$ cat config.mk
export PLATFORM = sky130hd
export DESIGN_NAME = stream_downsizer_flat
export DESIGN_NICKNAME = d
export VERILOG_FILES = /design/src/rtl/stream_downsizer_if.sv /design/src/rtl/stream_downsizer.sv /design/src/flat_wrapper.sv
export SDC_FILE = /design/constraint.sdc
export NUM_CORES = 1
export LEC_CHECK = 0
export ABC_AREA = 1
export CAP_MARGIN = 0
export CORE_MARGIN = 3
export CORE_UTILIZATION = 50
export DETAILED_ROUTE_END_ITERATION = 8
export DONT_BUFFER_PORTS = 1
export GPL_TIMING_DRIVEN = 0
export PLACE_DENSITY = 0.64
export SETUP_SLACK_MARGIN = 0.2
export SYNTH_ARGS = -nofsm -noshare
export SYNTH_HDL_FRONTEND = slang
export SYNTH_SLANG_ARGS = --single-unit
$ cat constraint.sdc
create_clock -name clk -period 1.6 [get_ports clk]
set_input_delay 0.16 -clock clk [delete_from_list [all_inputs] [get_ports clk]]
set_output_delay 0.16 -clock clk [all_outputs]
set_load 0.1 [all_outputs]
$ cat src/rtl/stream_downsizer_if.sv
// Word-in / chunk-out stream bundle for stream_downsizer.
// Handshake: a transfer happens on a rising edge where valid && ready; IN_valid/IN_data/IN_cnt and OUT_valid/OUT_data/OUT_last hold until taken.
interface stream_downsizer_if #(
  parameter int IN_WIDTH  = 32,
  parameter int OUT_WIDTH = 8,
  parameter int CNT_W     = $clog2(IN_WIDTH / OUT_WIDTH)
);
  logic [IN_WIDTH-1:0]  IN_data;
  logic [CNT_W-1:0]     IN_cnt;
  logic                 IN_valid;
  logic                 OUT_ready;
  logic                 IN_ready;
  logic                 OUT_valid;
  logic [OUT_WIDTH-1:0] OUT_data;
  logic                 OUT_last;

  modport master (
    output IN_data, IN_cnt, IN_valid, IN_ready,
    input  OUT_ready, OUT_valid, OUT_data, OUT_last
  );

  modport slave (
    input  IN_data, IN_cnt, IN_valid, IN_ready,
    output OUT_ready, OUT_valid, OUT_data, OUT_last
  );
endinterface

$ cat src/rtl/stream_downsizer.sv
// Splits each IN_WIDTH word into OUT_WIDTH chunks, LSB chunk first, honouring a per-word chunk count.
// Sustains one chunk per cycle across word boundaries by reloading on the last-chunk handshake.
module stream_downsizer #(
  parameter int IN_WIDTH  = 32,
  parameter int OUT_WIDTH = 8
) (
  input  logic                clk,
  input  logic                rst,
  stream_downsizer_if.slave   bus,
  output logic                dbg_state
);
  localparam int RATIO = IN_WIDTH / OUT_WIDTH;
  localparam int CNT_W = $clog2(RATIO);

  typedef enum logic {IDLE = 1'b0, SEND = 1'b1} state_t;

  state_t               state_q, state_d;
  logic [IN_WIDTH-1:0]  hold_q, hold_d;
  logic [CNT_W-1:0]     idx_q, idx_d;
  logic [CNT_W-1:0]     cnt_q, cnt_d;

  logic                 out_valid;
  logic                 out_last;
  logic                 out_ready;
  logic [OUT_WIDTH-1:0] chunk;

  always_ff @(posedge clk) begin
    if (!rst) begin
      state_q <= IDLE;
      hold_q  <= '0;
      idx_q   <= '0;
      cnt_q   <= '0;
    end else begin
      state_q <= state_d;
      hold_q  <= hold_d;
      idx_q   <= idx_d;
      cnt_q   <= cnt_d;
    end
  end

  // Chunk select written as an explicit mux so idx never needs widening.
  always_comb begin
    chunk = '0;
    for (int i = 0; i < RATIO; i++) begin
      if (idx_q == i[CNT_W-1:0]) chunk = hold_q[i*OUT_WIDTH +: OUT_WIDTH];
    end
  end

  always_comb begin
    state_d   = state_q;
    hold_d    = hold_q;
    idx_d     = idx_q;
    cnt_d     = cnt_q;
    out_valid = 1'b0;
    out_last  = 1'b0;
    out_ready = 1'b0;

    case (state_q)
      IDLE: begin
        out_ready = 1'b1;
        if (bus.IN_valid) begin
          hold_d  = bus.IN_data;
          cnt_d   = bus.IN_cnt;
          idx_d   = '0;
          state_d = SEND;
        end
      end
      SEND: begin
        out_valid = 1'b1;
        out_last  = (idx_q == cnt_q);
        out_ready = out_last && bus.IN_ready;
        if (bus.IN_ready) begin
          if (!out_last) begin
            idx_d = idx_q + 1'b1;
          end else if (bus.IN_valid) begin
            hold_d = bus.IN_data;
            cnt_d  = bus.IN_cnt;
            idx_d  = '0;
          end else begin
            idx_d   = '0;
            state_d = IDLE;
          end
        end
      end
      default: state_d = IDLE;
    endcase
  end

  // Reset must block the upstream FIFO from popping a word we would discard.
  assign bus.OUT_ready = out_ready && rst;
  assign bus.OUT_valid = out_valid;
  assign bus.OUT_last  = out_last;
  assign bus.OUT_data  = out_valid ? chunk : '0;
  assign dbg_state     = state_q;
endmodule

$ cat src/flat_wrapper.sv
// flat-port wrapper written by rule: the top's interface ports become plain ports
module stream_downsizer_flat 
#(
  parameter int IN_WIDTH  = 32,
  parameter int OUT_WIDTH = 8
)
  (clk, rst, dbg_state, bus_IN_data, bus_IN_cnt, bus_IN_valid, bus_IN_ready, bus_OUT_ready, bus_OUT_valid, bus_OUT_data, bus_OUT_last);
  stream_downsizer_if #(.IN_WIDTH(IN_WIDTH), .OUT_WIDTH(OUT_WIDTH)) bus_i ();
  input  logic clk;
  input  logic rst;
  output logic dbg_state;
  input wire logic [$bits(bus_i.IN_data)-1:0] bus_IN_data;
  input wire logic [$bits(bus_i.IN_cnt)-1:0] bus_IN_cnt;
  input wire logic [$bits(bus_i.IN_valid)-1:0] bus_IN_valid;
  input wire logic [$bits(bus_i.IN_ready)-1:0] bus_IN_ready;
  output wire logic [$bits(bus_i.OUT_ready)-1:0] bus_OUT_ready;
  output wire logic [$bits(bus_i.OUT_valid)-1:0] bus_OUT_valid;
  output wire logic [$bits(bus_i.OUT_data)-1:0] bus_OUT_data;
  output wire logic [$bits(bus_i.OUT_last)-1:0] bus_OUT_last;
  assign bus_i.IN_data = bus_IN_data;
  assign bus_i.IN_cnt = bus_IN_cnt;
  assign bus_i.IN_valid = bus_IN_valid;
  assign bus_i.IN_ready = bus_IN_ready;
  assign bus_OUT_ready = bus_i.OUT_ready;
  assign bus_OUT_valid = bus_i.OUT_valid;
  assign bus_OUT_data = bus_i.OUT_data;
  assign bus_OUT_last = bus_i.OUT_last;
  stream_downsizer #(.IN_WIDTH(IN_WIDTH), .OUT_WIDTH(OUT_WIDTH)) u_core (.clk(clk), .rst(rst), .bus(bus_i), .dbg_state(dbg_state));
endmodule
After elaboration in Yosys (flattened, before gate mapping) --
Cells that the tools add are included.
Operators by class: reduce and logical (&&, ||, !) cells 5, equal/unequal tests 7, add/sub/neg operators 1, muxes and demuxes 24, bitwise logic cells 1
Operators by type and width (count):
- 32-bit two-way mux | 3
- 32-bit case mux with 2 select lines | 1
- 8-bit two-way mux | 5
- 2-bit two-way mux | 6
- 2-bit case mux with 2 select lines | 2
- 2-bit inequality test (second input constant) | 3
- 1-bit two-way mux | 5
- 2-bit equality test (second input constant) | 2
- 1-bit case mux with 2 select lines | 2
- 2-bit AND reduction | 2
- 2-bit by 1-bit adder with 2-bit output (second input constant) | 1
- 2-bit by 1-bit equality test with 1-bit output (second input constant) | 1
- 2-bit equality test | 1
- 1-bit logical AND | 2
- 2-bit logical NOT | 1
- 1-bit inverter | 1
Storage, ports and cells: word-level logic and storage cells 42, register bits after elaboration 37, output and inout port bits 12

Depth between registers and ports, before layout --
Gate-level depths: netlist of the first run.
depth in word-level cells 6, gate-level depth with buffers 9

Worst setup path before layout of the first run --
Ideal clock, no wire load.
path kind register to output, from reg u_core.state_q, in the netlist u_core.dbg_state, to out bus_OUT_data[0], slack -1.476 ns, arrival time 2.916 ns, data required time 1.440 ns, buffers on the path 1, stages on the path, launching flop included 4, cell sequence dfxtp_1 clkbuf_1 o21ai_0 a21oi_1
On the way: word-level cells in the longest chain between the ends 2
Ends and longest elaborated chain:
- start: declaration | RTL line stream_downsizer.sv:17 | state_t state_q, state_d;
- start signal: assignment | RTL line stream_downsizer.sv:34 | state_q <= state_d;
- 1-bit two-way mux | RTL line stream_downsizer.sv:58 | case (state_q)
- 8-bit two-way mux | RTL line stream_downsizer.sv:93 | assign bus.OUT_data = out_valid ? chunk : '0;
- end: declaration | RTL line flat_wrapper.sv:18 | output wire logic [$bits(bus_i.OUT_data)-1:0] bus_OUT_data;
No other way between the ends.

Worst setup path after layout of the first run --
from reg u_core.idx_q[1], to out bus_OUT_data[1]
On the way: word-level cells in the longest chain between the ends 6, elaborated cells between the ends (all ways) 9
Ends and longest elaborated chain:
- start: declaration | RTL line stream_downsizer.sv:19 | logic [CNT_W-1:0] idx_q, idx_d;
- start signal: assignment | RTL line stream_downsizer.sv:36 | idx_q <= idx_d;
- 2-bit logical NOT | RTL line stream_downsizer.sv:45 | if (idx_q == i[CNT_W-1:0]) chunk = hold_q[i*OUT_WIDTH +: OUT_WIDTH];
- 8-bit two-way mux (3 in a row) | RTL line stream_downsizer.sv:45
- 8-bit two-way mux (*) | RTL line stream_downsizer.sv:45
- 8-bit two-way mux (*) | RTL line stream_downsizer.sv:93
Mark *: on every way between the ends. The rest lies on a longest branch, timed or not.

==> results of run 1 <==
routing by layer:
| layer | vias up | track usage (%) | wire [um] |
|---|---|---|---|
| li1 | 1097 | - | - |
| met1 | 1045 | 33.2 | 2750 |
| met2 | 60 | 40.2 | 2980 |
| met3 | 10 | 4.40 | 271 |
| met4 | 0 | 7.72 | 101 |
| met5 | - | 0 | 0 |
report_power, final:
| group | switching [mW] | internal [mW] |
|---|---|---|
| clock network | 0.335 | 0.389 |
| logic | 0.457 | 0.272 |
| registers | 0.0791 | 0.999 |
layout make-up:
cell class	count	area (sq um)	share of cell area [%]
clock inverters	1	5.00	0.171
flip-flops and latches	37	752	25.6
plain buffers	28	292	9.93
repair buffers	16	215	7.33
clock buffers	7	96.3	3.28
well taps	48	60.1	2.05
multi-input cells	210	1330	45.2
inverters	45	189	6.44
per-stage QoR:
stage	std cells	setup slack (ns)
after CTS	391	-0.503
after global placement	368	-0.225
after floorplan	320	-0.0922
final	392	-0.508
after detailed placement	368	-0.235
after global routing	392	-0.553
path summary, 6_finish.rpt:
kind / end / slack (ns) / cells past startpoint
worst min register to register: u_core.hold_q[29]$_SDFFE_PN0P_ / 0.49 / 2
worst min-delay path: u_core.hold_q[0]$_SDFFE_PN0P_ / 0.1 / 4
worst max register to register: u_core.hold_q[20]$_SDFFE_PN0P_ / -0.06 / 8
worst max-delay path: bus_OUT_data[1] / -0.51 / 8
layout by cell type (no fill, tap or decap):
cell,count
a21oi_1,38
a21oi_2,2
a21oi_4,9
buf_1,1
buf_12,3
buf_16,3
buf_2,4
buf_4,14
buf_6,6
buf_8,5
clkbuf_1,4
clkbuf_16,2
clkbuf_8,9
clkinv_2,1
dfxtp_1,34
dfxtp_4,3
ha_1,1
ha_2,1
ha_4,2
inv_1,39
inv_12,1
inv_2,2
inv_4,3
nand2_1,46
nand2_2,4
nand2_4,2
nand2_8,1
nand3_1,1
nand3_2,13
nand3_4,2
nand4_1,34
nor2_1,33
nor2_2,2
nor2_4,1
o21ai_0,9
o21ai_2,8
or2_4,1
sequential cells by signal, summed over array words and instances, names as in the netlist:
name              cells
u_core.idx_q          2
u_core.hold_q        32
u_core.cnt_q          2
u_core.dbg_state      1
repair_timing:
action	4_1_cts	5_1_grt
pin swaps	21	18
setup endpoints to repair	41	46
setup buffers	10	1
gates resized for setup	30	15
hold buffers	0	0
gates cloned	5	0
logic make-up (layout without fill, tap and decap cells):
group	after synthesis	count (layout)	synth area share (%)
adder cells (fa/ha/maj)	4	4	2.38
AO/OA/AOI/OAI	66	66	15.7
AND/OR/NAND/NOR	140	140	30.4
buffers and inverters	73	97	16.3
flip-flops	37	37	35.2
critical path: cells and delay by family (launching register included):
kind / cells / cell delay, ns
compound gates: 2 / 0.66
fa+ha+maj: 1 / 0.16
buf+inv: 3 / 0.27
flops: 1 / 0.40
simple gates: 2 / 0.15
==> results.json, run 1 <==
{
  "finalCritPeriodShare_pct": 132,
  "slew_violations": 0,
  "mappedNetlistArea_sq_um": 2100,
  "vias": 2212,
  "grt_usage_pct": 24.7,
  "min-delay-start": "bus_IN_data[0]",
  "postRouteAntennaNets": 0,
  "cts_buffer_depth": 2,
  "cp_slowest_cell": "a21oi_4",
  "crit_arrival_ns": 1.95,
  "die_h_um": 70.9,
  "crit_chain": "inv_4, ha_4, clkbuf_16, inv_12, nand3_2, nand3_2, o21ai_2, a21oi_4",
  "cp-end-kind": "output port",
  "initial_core_util_pct": 54.6,
  "p_total_mw": 2.53,
  "synth_seq_area_share_pct": 35.2,
  "ys_types": 19,
  "status": "finished with violations",
  "hold_ws_ns": 0.0996,
  "antenna_found_initial": 0,
  "synth_fp_nets": 362,
  "die_w_um": 70.9,
  "synth_seq_cells": 37,
  "path_common_cell": "nand3_2",
  "fill_cells": 309,
  "clkLatencyLatePin_ns": 0.29,
  "utilization_pct": 76.2,
  "max_freq_mhz": 474,
  "required_ns": 1.44,
  "place_hpwl_um": 4080,
  "io_pins": 50,
  "ys_async_sr_fraction_pct": 0,
  "ys.flop_type": "dfxtp_1",
  "path_class": "flop to output port",
  "synth_area_leader_cell": "dfxtp_1",
  "violations": "setup timing",
  "grt_pass1_vias": 2099,
  "gr-total-overflow": 0,
  "tightest_slew_ns": 0.722,
  "wl_um": 6110,
  "r2r_start": "u_core.dbg_state$_SDFF_PN0_",
  "power_density_nw_per_um2": 863,
  "path_clk_slew_ns": 0.07,
  "grt_max_degree": 12,
  "nNetsFinal": 385,
  "cp_max_fo": 8,
  "synth_area_leaders": "dfxtp_1, a21oi_1, nand4_1, nand2_1, inv_1",
  "coreArea_sq_um": 3850,
  "h-tree-depth": 2,
  "numPortBuffers": 0,
  "rsz0062_at_grt": "true",
  "drv_cap": 0,
  "drive_gt1_share_pct": 30.2,
  "syn_avg_cell_area_sq_um": 6.58,
  "postLayoutCellArea_sq_um": 2940,
  "drt_iter0_markers": 169,
  "place_congestion": 0.823,
  "antenna_cells": 0,
  "dpl_cell_area_sq_um": 2470,
  "yosys_warnings": 0,
  "synth.most_common_cell": "nand2_1",
  "synthTopCellsByCount": "nand2_1, a21oi_1, inv_1",
  "drc": 0,
  "cts_buffers": 5,
  "rows": 22,
  "clkSinkCount": 37,
  "worst_slack_ns": -0.508,
  "cts_root_buffer": "clkbuf_8",
  "wl_per_cell_um": 15.6,
  "firstDrtPassIters": 4,
  "period_needed_ns": 2.11,
  "critPathMaxStageDelay_ns": 0.58,
  "grt_first_pass_wirelength_um": 9960,
  "hp-class": "primary input to flop",
  "vias_per_cell": 5.64,
  "relSlewSlack_pct": 51.8,
  "p_leak_nw": 1.37,
  "area_growth_pct": 39.5,
  "synth_edf_count": 0,
  "cp-startpoint": "u_core.idx_q[1]$_SDFFE_PN0P_",
  "ir_worst_vdd_mv": 0.611,
  "tns_ns": -5.11,
  "syn-instance-count": 320,
  "cp-start-kind": "flop",
  "final-setup-viol-count": 35,
  "cts_tree": "built",
  "hold_viol": 0,
  "fin_worst_skew_ns": 0.00384,
  "netlist.area_leader.share_pct": 35.2,
  "dieArea_sq_um": 5020
}
Note: power is estimated with default switching activity, not from simulation.
==> run 2: changes to the inputs <==
GPL_ROUTABILITY_DRIVEN = 0   (was unset)
SETUP_SLACK_MARGIN = 0.5   (was 0.2)
==> results.json, run 2 (synthesis gave the netlist of run 1 again) <==
{
  "wl_per_cell_um": 14.2,
  "violations": "setup timing",
  "top_regs": "u_core.hold_q: 32 flops, u_core.cnt_q: 2 flops, u_core.idx_q: 2 flops",
  "antenna_found_initial": 0,
  "hold_buffers": 0,
  "io_pins": 50,
  "utilization_pct": 75.8,
  "drt_iter0_markers": 115,
  "place_hpwl_um": 3970,
  "grt_first_pass_wirelength_um": 8980,
  "top_register": "u_core.hold_q",
  "largest_reg_flops": 32,
  "vias": 2076,
  "ir_worst_vdd_mv": 0.561,
  "grt_usage_pct": 22.2,
  "hold_ws_ns": 0.0991,
  "drv_cap": 0,
  "worst_slack_ns": -0.477,
  "rsz0062_at_grt": "true",
  "status": "finished with violations",
  "cts_buffers": 5,
  "path_class": "flop to output port",
  "dieArea_sq_um": 5020,
  "fin_worst_skew_ns": 0.00663,
  "grt_max_degree": 13,
  "p_leak_nw": 1.36,
  "slew_violations": 0,
  "p_total_mw": 2.64,
  "clkLatencyLatePin_ns": 0.29,
  "cp-startpoint": "u_core.idx_q[1]$_SDFFE_PN0P_",
  "relSlewSlack_pct": 51.7,
  "cts_buffer_depth": 2,
  "hp-class": "primary input to flop",
  "cp_max_fo": 8,
  "r2r_cells": 12,
  "cp-start-kind": "flop",
  "max_freq_mhz": 481,
  "vias_per_cell": 5.35,
  "cts_root_buffer": "clkbuf_8",
  "die_w_um": 70.9,
  "power_density_nw_per_um2": 903,
  "die_h_um": 70.9,
  "h-tree-depth": 2,
  "period_needed_ns": 2.08,
  "nNetsFinal": 381,
  "firstDrtPassIters": 4,
  "path_clk_slew_ns": 0.07,
  "reg2reg_slack_ns": -0.03,
  "crit_arrival_ns": 1.92,
  "tightest_slew_ns": 0.722,
  "drive_gt1_share_pct": 31.5,
  "clkSinkCount": 37,
  "wl_um": 5520,
  "timing.rr.end": "u_core.hold_q[2]$_SDFFE_PN0P_",
  "gr-total-overflow": 0,
  "postRouteAntennaNets": 0,
  "crit_end": "bus_OUT_data[2]",
  "coreArea_sq_um": 3850,
  "hold_viol": 0,
  "antenna_cells": 0,
  "finalCritPeriodShare_pct": 130,
  "r2r_start": "u_core.idx_q[1]$_SDFFE_PN0P_",
  "cp-end-kind": "output port",
  "area_growth_pct": 38.8,
  "numPortBuffers": 0,
  "final-setup-viol-count": 21,
  "final_cell_mix": "nand2_1, inv_1",
  "layout_commonest_cell": "nand2_1",
  "drc": 0,
  "rows": 22,
  "grt_pass1_vias": 1823,
  "required_ns": 1.44,
  "cts_tree": "built",
  "initial_core_util_pct": 54.6
}
[run 2: critical path: stages (launching register included)]
cell and delay [ns]:
dfxtp_4 0.38, inv_4 0.05, ha_4 0.16, clkbuf_16 0.16, inv_12 0.07, nand3_2 0.06
nand2_2 0.08, o21ai_2 0.07, a21oi_4 0.58
[run 2: worst min-delay path by stage]
stage | from | to | slack (ns) | depth (start not counted)
floorplan | bus_IN_cnt[0] | u_core.cnt_q[0]$_SDFFE_PN0P_ | 0.38 | 4
global placement | bus_IN_data[31] | u_core.hold_q[31]$_SDFFE_PN0P_ | 0.39 | 4
detailed placement | bus_IN_data[14] | u_core.hold_q[14]$_SDFFE_PN0P_ | 0.40 | 4
CTS | bus_IN_data[28] | u_core.hold_q[28]$_SDFFE_PN0P_ | 0.09 | 4
global route | bus_IN_data[26] | u_core.hold_q[26]$_SDFFE_PN0P_ | 0.11 | 4
finish | bus_IN_data[5] | u_core.hold_q[5]$_SDFFE_PN0P_ | 0.1 | 4
[run 2: per-stage QoR]
| step | std cells | TNS [ns] | setup slack (ns) | cell area [sq um] |
|---|---|---|---|---|
| detailed placement | 368 | -1.58 | -0.216 | 2520 |
| floorplan | 320 | -0.731 | -0.0922 | 2460 |
| global route | 388 | -7.31 | -0.544 | 2920 |
| CTS | 380 | -4.10 | -0.481 | 2770 |
| finish | 388 | -4.40 | -0.477 | 2920 |
| global placement | 368 | -1.51 | -0.207 | 2520 |
[run 2: layout make-up]
class,instances,area [sq um]
inverter,45,191
fill,319,932
multi-input combinational,210,1360
buffer,28,323
clock inverter,2,36.3
tap,48,60.1
clock buffer,6,82.6
sequential,37,752
timing repair buffer,12,119
[run 2: layer usage]
| metal | global-route usage, % | vias to the layer above | routed length [um] |
|---|---|---|---|
| met1 | 30.6 | 917 | 2630 |
| li1 | - | 1087 | - |
| met5 | 0 | - | 0 |
| met3 | 4.83 | 12 | 239 |
| met2 | 35.3 | 60 | 2580 |
| met4 | 5.64 | 0 | 76 |
[run 2: timing repair]
action / in CTS / in global routing
cloned: 0 / 3
buffers inserted: 4 / 5
setup endpoints to repair: 48 / 48
pin swaps: 13 / 6
gates resized for setup: 21 / 21
[run 2: power by group]
part | switching [mW] | internal (mW) | leakage, nW
clock network | 0.335 | 0.508 | 0.0617
registers | 0.0811 | 0.999 | 0.309
logic | 0.447 | 0.267 | 0.990
